--- src/rtl/pal_cfg_loader_if.sv ---
// Signal bundle between a config-byte source and pal_cfg_loader.
// master = source/host side, slave = loader side.
interface pal_cfg_loader_if;
   logic       start;
   logic [7:0] din;
   logic       din_valid;
   logic       din_ready;
   logic       cfg_bit;
   logic       cfg_shift;
   logic       pal_en;
   logic       busy;
   logic       done;
   logic       err;

   modport master (
      output start, din, din_valid,
      input  din_ready, cfg_bit, cfg_shift, pal_en, busy, done, err
   );

   modport slave (
      input  start, din, din_valid,
      output din_ready, cfg_bit, cfg_shift, pal_en, busy, done, err
   );
endinterface

--- src/rtl/pal_cfg_loader.sv ---
// Serialises config bytes MSB-first onto the PAL configuration chain and
// validates a trailing XOR-8 checksum before enabling the PAL.
module pal_cfg_loader #(
   parameter int CFG_BITS = 396
) (
   input  logic            clk,
   input  logic            res_n,
   pal_cfg_loader_if.slave bus
);
   localparam int              NBYTES   = (CFG_BITS + 7) / 8;
   localparam int              BCW      = $clog2(NBYTES + 1);
   localparam logic [BCW-1:0]  NBYTES_C = BCW'(NBYTES);
   localparam logic [BCW-1:0]  LAST_IDX = BCW'(NBYTES - 1);
   localparam logic [3:0]      LAST_K   = 4'(CFG_BITS - 8 * (NBYTES - 1));

   typedef enum logic [2:0] {
      S_IDLE  = 3'd0,
      S_LOAD  = 3'd1,
      S_CHECK = 3'd2,
      S_DONE  = 3'd3,
      S_ERR   = 3'd4
   } state_e;

   function automatic logic [7:0] csum_next(input logic [7:0] acc, input logic [7:0] b);
      return acc ^ b;
   endfunction

   state_e         state_q,     state_d;
   logic [BCW-1:0] byte_cnt_q,  byte_cnt_d;
   logic [3:0]     bit_cnt_q,   bit_cnt_d;
   logic [7:0]     sh_q,        sh_d;
   logic [7:0]     csum_q,      csum_d;
   logic [7:0]     chk_q,       chk_d;
   logic           cfg_bit_q,   cfg_bit_d;
   logic           cfg_shift_q, cfg_shift_d;
   logic           pal_en_q,    pal_en_d;
   logic           busy_q,      busy_d;
   logic           done_q,      done_d;
   logic           err_q,       err_d;

   logic           din_ready_s;
   logic           accept_s;
   logic           data_phase_s;

   // Next-state, shifter and status logic; start overrides everything but reset.
   always_comb begin
      state_d      = state_q;
      byte_cnt_d   = byte_cnt_q;
      csum_d       = csum_q;
      chk_d        = chk_q;
      pal_en_d     = pal_en_q;
      err_d        = err_q;
      done_d       = 1'b0;
      din_ready_s  = 1'b0;
      accept_s     = 1'b0;
      data_phase_s = (byte_cnt_q < NBYTES_C);

      // bit_cnt holds the number of bits still to present, including the current one
      if (bit_cnt_q != 4'd0) begin
         sh_d      = {sh_q[6:0], 1'b0};
         bit_cnt_d = bit_cnt_q - 4'd1;
      end else begin
         sh_d      = sh_q;
         bit_cnt_d = bit_cnt_q;
      end

      case (state_q)
         S_IDLE: begin
            state_d = S_IDLE;
         end
         S_LOAD: begin
            if (data_phase_s) begin
               din_ready_s = (bit_cnt_q <= 4'd1) && !bus.start;
            end else begin
               din_ready_s = (bit_cnt_q == 4'd0) && !bus.start;
            end
            accept_s = bus.din_valid && din_ready_s;
            if (accept_s && data_phase_s) begin
               sh_d       = bus.din;
               bit_cnt_d  = (byte_cnt_q == LAST_IDX) ? LAST_K : 4'd8;
               csum_d     = csum_next(csum_q, bus.din);
               byte_cnt_d = byte_cnt_q + BCW'(1);
            end else if (accept_s) begin
               chk_d   = bus.din;
               state_d = S_CHECK;
            end else begin
               state_d = S_LOAD;
            end
         end
         S_CHECK: begin
            if (csum_q == chk_q) begin
               state_d  = S_DONE;
               pal_en_d = 1'b1;
               done_d   = 1'b1;
            end else begin
               state_d  = S_ERR;
               pal_en_d = 1'b0;
               err_d    = 1'b1;
            end
         end
         S_DONE, S_ERR: begin
            state_d = state_q;
         end
         default: begin
            state_d = S_IDLE;
         end
      endcase

      if (bus.start) begin
         state_d    = S_LOAD;
         byte_cnt_d = '0;
         bit_cnt_d  = 4'd0;
         sh_d       = 8'h00;
         csum_d     = 8'h00;
         chk_d      = 8'h00;
         pal_en_d   = 1'b0;
         err_d      = 1'b0;
         done_d     = 1'b0;
      end else begin
         chk_d = chk_d;
      end

      cfg_shift_d = (bit_cnt_d != 4'd0);
      cfg_bit_d   = sh_d[7];
      busy_d      = (state_d == S_LOAD) || (state_d == S_CHECK);
   end

   // State and output registers with synchronous active-low reset.
   always_ff @(posedge clk) begin
      if (!res_n) begin
         state_q     <= S_IDLE;
         byte_cnt_q  <= '0;
         bit_cnt_q   <= 4'd0;
         sh_q        <= 8'h00;
         csum_q      <= 8'h00;
         chk_q       <= 8'h00;
         cfg_bit_q   <= 1'b0;
         cfg_shift_q <= 1'b0;
         pal_en_q    <= 1'b0;
         busy_q      <= 1'b0;
         done_q      <= 1'b0;
         err_q       <= 1'b0;
      end else begin
         state_q     <= state_d;
         byte_cnt_q  <= byte_cnt_d;
         bit_cnt_q   <= bit_cnt_d;
         sh_q        <= sh_d;
         csum_q      <= csum_d;
         chk_q       <= chk_d;
         cfg_bit_q   <= cfg_bit_d;
         cfg_shift_q <= cfg_shift_d;
         pal_en_q    <= pal_en_d;
         busy_q      <= busy_d;
         done_q      <= done_d;
         err_q       <= err_d;
      end
   end

   assign bus.din_ready = din_ready_s;
   assign bus.cfg_bit   = cfg_bit_q;
   assign bus.cfg_shift = cfg_shift_q;
   assign bus.pal_en    = pal_en_q;
   assign bus.busy      = busy_q;
   assign bus.done      = done_q;
   assign bus.err       = err_q;
endmodule
--- src/flat_wrapper.sv ---
// flat-port wrapper written by rule: the top's interface ports become plain ports
module pal_cfg_loader_flat 
#(
   parameter int CFG_BITS = 396
)
  (clk, res_n, bus_start, bus_din, bus_din_valid, bus_din_ready, bus_cfg_bit, bus_cfg_shift, bus_pal_en, bus_busy, bus_done, bus_err);
  pal_cfg_loader_if bus_i ();
  input  logic clk;
  input  logic res_n;
  input wire logic [$bits(bus_i.start)-1:0] bus_start;
  input wire logic [$bits(bus_i.din)-1:0] bus_din;
  input wire logic [$bits(bus_i.din_valid)-1:0] bus_din_valid;
  output wire logic [$bits(bus_i.din_ready)-1:0] bus_din_ready;
  output wire logic [$bits(bus_i.cfg_bit)-1:0] bus_cfg_bit;
  output wire logic [$bits(bus_i.cfg_shift)-1:0] bus_cfg_shift;
  output wire logic [$bits(bus_i.pal_en)-1:0] bus_pal_en;
  output wire logic [$bits(bus_i.busy)-1:0] bus_busy;
  output wire logic [$bits(bus_i.done)-1:0] bus_done;
  output wire logic [$bits(bus_i.err)-1:0] bus_err;
  assign bus_i.start = bus_start;
  assign bus_i.din = bus_din;
  assign bus_i.din_valid = bus_din_valid;
  assign bus_din_ready = bus_i.din_ready;
  assign bus_cfg_bit = bus_i.cfg_bit;
  assign bus_cfg_shift = bus_i.cfg_shift;
  assign bus_pal_en = bus_i.pal_en;
  assign bus_busy = bus_i.busy;
  assign bus_done = bus_i.done;
  assign bus_err = bus_i.err;
  pal_cfg_loader #(.CFG_BITS(CFG_BITS)) u_core (.clk(clk), .res_n(res_n), .bus(bus_i));
endmodule
--- config.mk ---
export PLATFORM = sky130hd
export DESIGN_NAME = pal_cfg_loader_flat
export DESIGN_NICKNAME = d
export VERILOG_FILES = /design/src/rtl/pal_cfg_loader_if.sv /design/src/rtl/pal_cfg_loader.sv /design/src/flat_wrapper.sv
export SDC_FILE = /design/constraint.sdc
export NUM_CORES = 1
export LEC_CHECK = 0
export ABC_CLOCK_PERIOD_IN_PS = 3900
export CORE_MARGIN = 4
export CORE_UTILIZATION = 35
export DETAILED_ROUTE_END_ITERATION = 6
export PLACE_DENSITY = 0.65
export SLEW_MARGIN = 40
export SYNTH_ARGS = -nofsm -noshare
export SYNTH_HDL_FRONTEND = slang
export SYNTH_SLANG_ARGS = --single-unit
--- constraint.sdc ---
create_clock -name clk -period 3.9 [get_ports clk]
set_input_delay 0.585 -clock clk [delete_from_list [all_inputs] [get_ports clk]]
set_output_delay 0.585 -clock clk [all_outputs]
set_load 0.05 [all_outputs]
Word level (Yosys, flattened, before mapping)
Index checks and enable logic that the tools add are counted.
{"block": "totals", "reg_bits": 42, "input_bits": 12, "out_inout_bits": 7}
{"block": "op_classes", "add_sub_neg": 2, "magnitude_cmp": 2, "eq_ne": 8, "n_mux": 17, "bitwise_logic": 5, "n_reduce_logical": 15}
{"cell": "8-bit 2-to-1 mux", "n": 3}
{"cell": "4-bit 2-to-1 mux", "n": 5}
{"cell": "3-bit by 2-bit == test with 1-bit output (second input constant)", "n": 3}
{"cell": "3-bit 2-to-1 mux", "n": 3}
{"cell": "3-bit case mux with 3 select lines", "n": 1}
{"cell": "8-bit == test", "n": 1}
{"cell": "4-bit nonzero test", "n": 2}
{"cell": "8-bit XOR", "n": 1}
{"cell": "6-bit by 1-bit adder with 6-bit output (second input constant)", "n": 1}
{"cell": "3-bit by 1-bit == test with 1-bit output (second input constant)", "n": 2}
{"cell": "6-bit == test (second input constant)", "n": 1}
{"cell": "6-bit less-than comparator (second input constant)", "n": 1}
{"cell": "4-bit by 1-bit less-or-equal comparator with 1-bit output (second input constant)", "n": 1}
{"cell": "1-bit logical AND", "n": 4}
{"cell": "4-bit logical NOT", "n": 1}
{"cell": "1-bit 2-to-1 mux", "n": 4}
{"cell": "1-bit inverter", "n": 4}
{"cell": "2-bit AND reduction", "n": 2}
{"cell": "2-bit OR reduction", "n": 2}
{"cell": "4-bit by 1-bit subtractor with 4-bit output (second input constant)", "n": 1}
{"cell": "3-bit == test (second input constant)", "n": 1}
{"cell": "3-bit AND reduction", "n": 1}
{"cell": "3-bit OR reduction", "n": 1}
{"cell": "2-bit 2-to-1 mux", "n": 1}
{"cell": "other kinds (2)", "n": 2}

Depth between registers and ports, before layout
{"block": "logic_depth", "depth_word": 11, "depth_mapped": 8, "ltp_nobuf": 6}

Least setup slack after synthesis
Ideal clock, no wire load.
{"block": "synth_path", "kind": "register to output", "startpoint": "register u_core.byte_cnt_q[3]", "endpoint": "output port bus_din_ready", "arrival_ps": 2606, "t_required_ps": 3315, "path_slack_ps": 709, "path_stages_with_launch": 6, "path_buffers": 1, "cell_sequence": "dfxtp_1 -> o311a_1 -> nor4_1 -> clkbuf_1 -> a21oi_1 -> nor3_1"}
{"block": "synth_via", "elab_chain_len": 4}
{"element": "from (decl)", "line_no": "pal_cfg_loader.sv:29", "rtl": "logic [BCW-1:0] byte_cnt_q, byte_cnt_d;"}
{"element": "from (signal assigned)", "line_no": "pal_cfg_loader.sv:145", "rtl": "byte_cnt_q <= byte_cnt_d;"}
{"element": "6-bit less-than comparator", "line_no": "pal_cfg_loader.sv:56", "rtl": "data_phase_s = (byte_cnt_q < NBYTES_C);"}
{"element": "1-bit 2-to-1 mux", "line_no": "pal_cfg_loader.sv:72", "rtl": "if (data_phase_s) begin"}
{"element": "1-bit 2-to-1 mux (2 in a row)", "line_no": "pal_cfg_loader.sv:67", "rtl": "case (state_q)"}
{"element": "to (decl)", "line_no": "flat_wrapper.sv:13", "rtl": "output wire logic [$bits(bus_i.din_ready)-1:0] bus_din_ready;"}
Every way passes these cells. The select of a mux whose other input is x is not followed.

Worst setup path in the final report
Same ends and word-level chain as after synthesis.

==> results.toml <==
[worst_setup_path]
reg2reg_from = "u_core.byte_cnt_q[3]"
critPathMaxFanout = 6
r2r_cells = 4
slowest_delay_ps = 820
reg2reg_slack_ps = 1580
startpoint_type = "flop"
required_ps = 3310
path_cells = "o311a_1, nor4_2, a21oi_1, nor3_1, clkdlybuf4s50_1"
r2r_end = "u_core.byte_cnt_q[4]"
path_class = "reg2out"
crit_arrival_ps = 2400
crit_path_end_kind = "output pin"
cp_slowest_cell = "clkdlybuf4s50_1"

[placed_design]
routabilityCongestion = 0.7569
port_buffers = 18
dp_hpwl_um = 3078
place_ws_ps = 1069

[synthesis]
synth_enable_flop_cells = 0
syn_nets = 249
ys.warnings.count = 0
ys_types = 39
synth_area_leaders = "dfxtp_1 (42%), mux2i_1 (8.0%), nor2_1 (4.7%)"
yosysSeqAreaShare = 0.4216
ys_seq_elements = 42
synthCells = 232
synth_ff_type = "dfxtp_1"
netlist_area_um2 = 1994
synth_top_area_share = 0.4216
avgSynthCellArea_um2 = 8.597
synth_top_area_cell = "dfxtp_1"
synthArstFlopShare = 0

[sta]
slew_viol_final = 0
hold_ws_ps = 478.3
finalHoldViolCount = 0
post-route-period-util = 0.7645
worstMarginPinSlew_ps = 683.7
setup_viol = 0
timing.fmax_ghz = 0.3354
fin_skew_ps = 3.899
grt_setup_unrepaired = "no"
fin_crit_ps = 2982
slew_headroom = 0.5400
post-route-worst-setup-slack_ps = 918.4
final.setup.tns_ps = 0

[layout]
syn2layout_area_growth_pct = 17.57
num-fill-cells = 554
seq_area_um2 = 840.8
drive_gt1_frac = 0.06883
nets = 264
antenna_cells = 0
multi_input_area_um2 = 1097

[global_routing]
gr-total-overflow = 0
antenna_found_initial = 0
grt_usage = 0.1319
grt_max_degree = 28
grt_pass1_vias = 1584
grt_pass1_wl_um = 7521

[clock_tree]
cts_tree = "done"
h-tree-depth = 2
postCtsSetupRepairBufs = 0
post_cts_resize_count = 0
cts_num_sinks = 42
clockBufferDepth = 2
insertion_delay_ps = 290
root_buffer = "clkbuf_8"
clkTransAtPathRegs_ps = 70
ctsHoldBuffers = 0
cts_buffers = 5

[floorplanning]
ioPinCount = 19
design.core.area_um2 = 5507
die_h_um = 83.49
die_w_um = 83.49
die_area_um2 = 6970
initial_utilization = 0.3622
row_count = 27

[routing]
viasPerCell = 5.373
ant_nets = 0
drtIter0Drc = 81
wire_per_inst_um = 13.71
drc = 0
routed_wl_um = 4374
vias = 1714
drtPass1Iterations = 4

[hold_path]
worstHoldEndpoint = "u_core.bus.err"
holdPathStages = 1
hp-class = "reg2reg"
hp-start = "u_core.bus.err"

[power_and_ir_drop]
pwr_density_cell_nw_per_um2 = 396.5
leakagePower_nw = 1.013
peakVddDrop_mv = 0.2058

[run_status]
status = "finished, final reports clean"

[flow_run]
maxCapViolations = 0
## cells by family (layout without fill, tap and decap cells)
kind of cell / Yosys count / in the layout / share of synthesized area
flops: 42 / 42 / 0.4216
mux: 16 / 16 / 0.08030
simple gates: 92 / 92 / 0.2378
buf+inv: 21 / 36 / 0.03952
xor+xnor: 10 / 10 / 0.04392
compound gates: 46 / 46 / 0.1456
fa+ha+maj: 5 / 5 / 0.03137
## state kept, by name, indices dropped and copies added, names as in the netlist
| name | cells |
|---|---|
| u_core.sh_q | 8 |
| u_core.chk_q | 8 |
| u_core.state_q | 3 |
| u_core.bus.pal_en | 1 |
| u_core.bus.busy | 1 |
| u_core.bus.cfg_shift | 1 |
| u_core.bus.done | 1 |
| u_core.bit_cnt_q | 4 |
| u_core.csum_q | 8 |
| u_core.bus.err | 1 |
| u_core.byte_cnt_q | 6 |
## worst max path at each step
stage / from / endpoint / slack [ps] / cells after the start
6_report: u_core.byte_cnt_q[3] / bus_din_ready / 920 / 5
5_1_grt: u_core.byte_cnt_q[3] / bus_din_ready / 770 / 5
4_1_cts: u_core.byte_cnt_q[3] / bus_din_ready / 900 / 5
3_5_place_dp: bus_start / u_core.state_q[1] / 1070 / 4
3_3_place_gp: bus_start / u_core.chk_q[0] / 1200 / 5
2_1_floorplan: u_core.byte_cnt_q[3] / bus_din_ready / 710 / 5
## metrics by stage
step	std cells	utilization	instance area (µm²)	power, mW
after global routing	319	0.4258	2345	0.9800
after global placement	312	0.4099	2257	0.6718
after CTS	319	0.4258	2345	0.9378
after floorplan	232	-	1994	0.6100
after detailed placement	312	0.4120	2268	0.6736
final	319	0.4258	2345	0.9298
## cell usage in the layout, fill, tap and decap left out, types with 3 or more instances in the layout
cell type,count
nor3_1,10
inv_1,6
or3_1,3
nor2_1,24
buf_4,5
dfxtp_1,42
o21ai_0,4
and3_1,11
clkdlybuf4s50_1,18
mux2i_1,16
o21ai_1,10
nand2_1,13
clkbuf_8,5
nand3_1,5
ha_1,5
xor2_1,8
a21oi_1,10
nand4_1,10
a211oi_1,9
## cell usage after synthesis, drive strengths merged (2+ instances only)
library cell,number
dfxtp,42
nor2,25
mux2i,16
clkbuf,14
o21ai,14
nand2,13
and3,11
a21oi,10
nand4,10
nor3,10
a211oi,9
xor2,8
inv,6
ha,5
nand3,5
nand2b,3
nor4,3
or3,3
a31oi,2
nor3b,2
o31ai,2
or4,2
xnor2,2
## where the power goes
group	total (mW)	switching, mW	internal, mW
clock	0.266	0.142	0.123
sequential	0.450	0.00951	0.440
combinational	0.214	0.135	0.0795
total	0.930	0.287	0.643
## per-layer routing
layer  GRT usage  vias to the layer above  wire length [µm]
met5           0                        -                 0
met3     0.04344                        2               182
met1      0.1720                      813              2136
met4     0.03070                        0                15
li1            -                      867                 -
met2      0.2121                       32              2040
## cell type report
class | instances | share of cell area
Multi-Input combinational cell | 169 | 0.4680
Sequential cell | 42 | 0.3586
Timing Repair Buffer | 23 | 0.09285
Tap cell | 72 | 0.03842
Clock buffer | 7 | 0.03255
Inverter | 6 | 0.009605
## critical path, delay by kind of cell (launching register included)
| family | cells | cell delay [ps] |
|---|---|---|
| compound gates | 2 | 510 |
| buf+inv | 1 | 820 |
| flops | 1 | 350 |
| simple gates | 2 | 420 |
(Power assumes the default switching activity.)
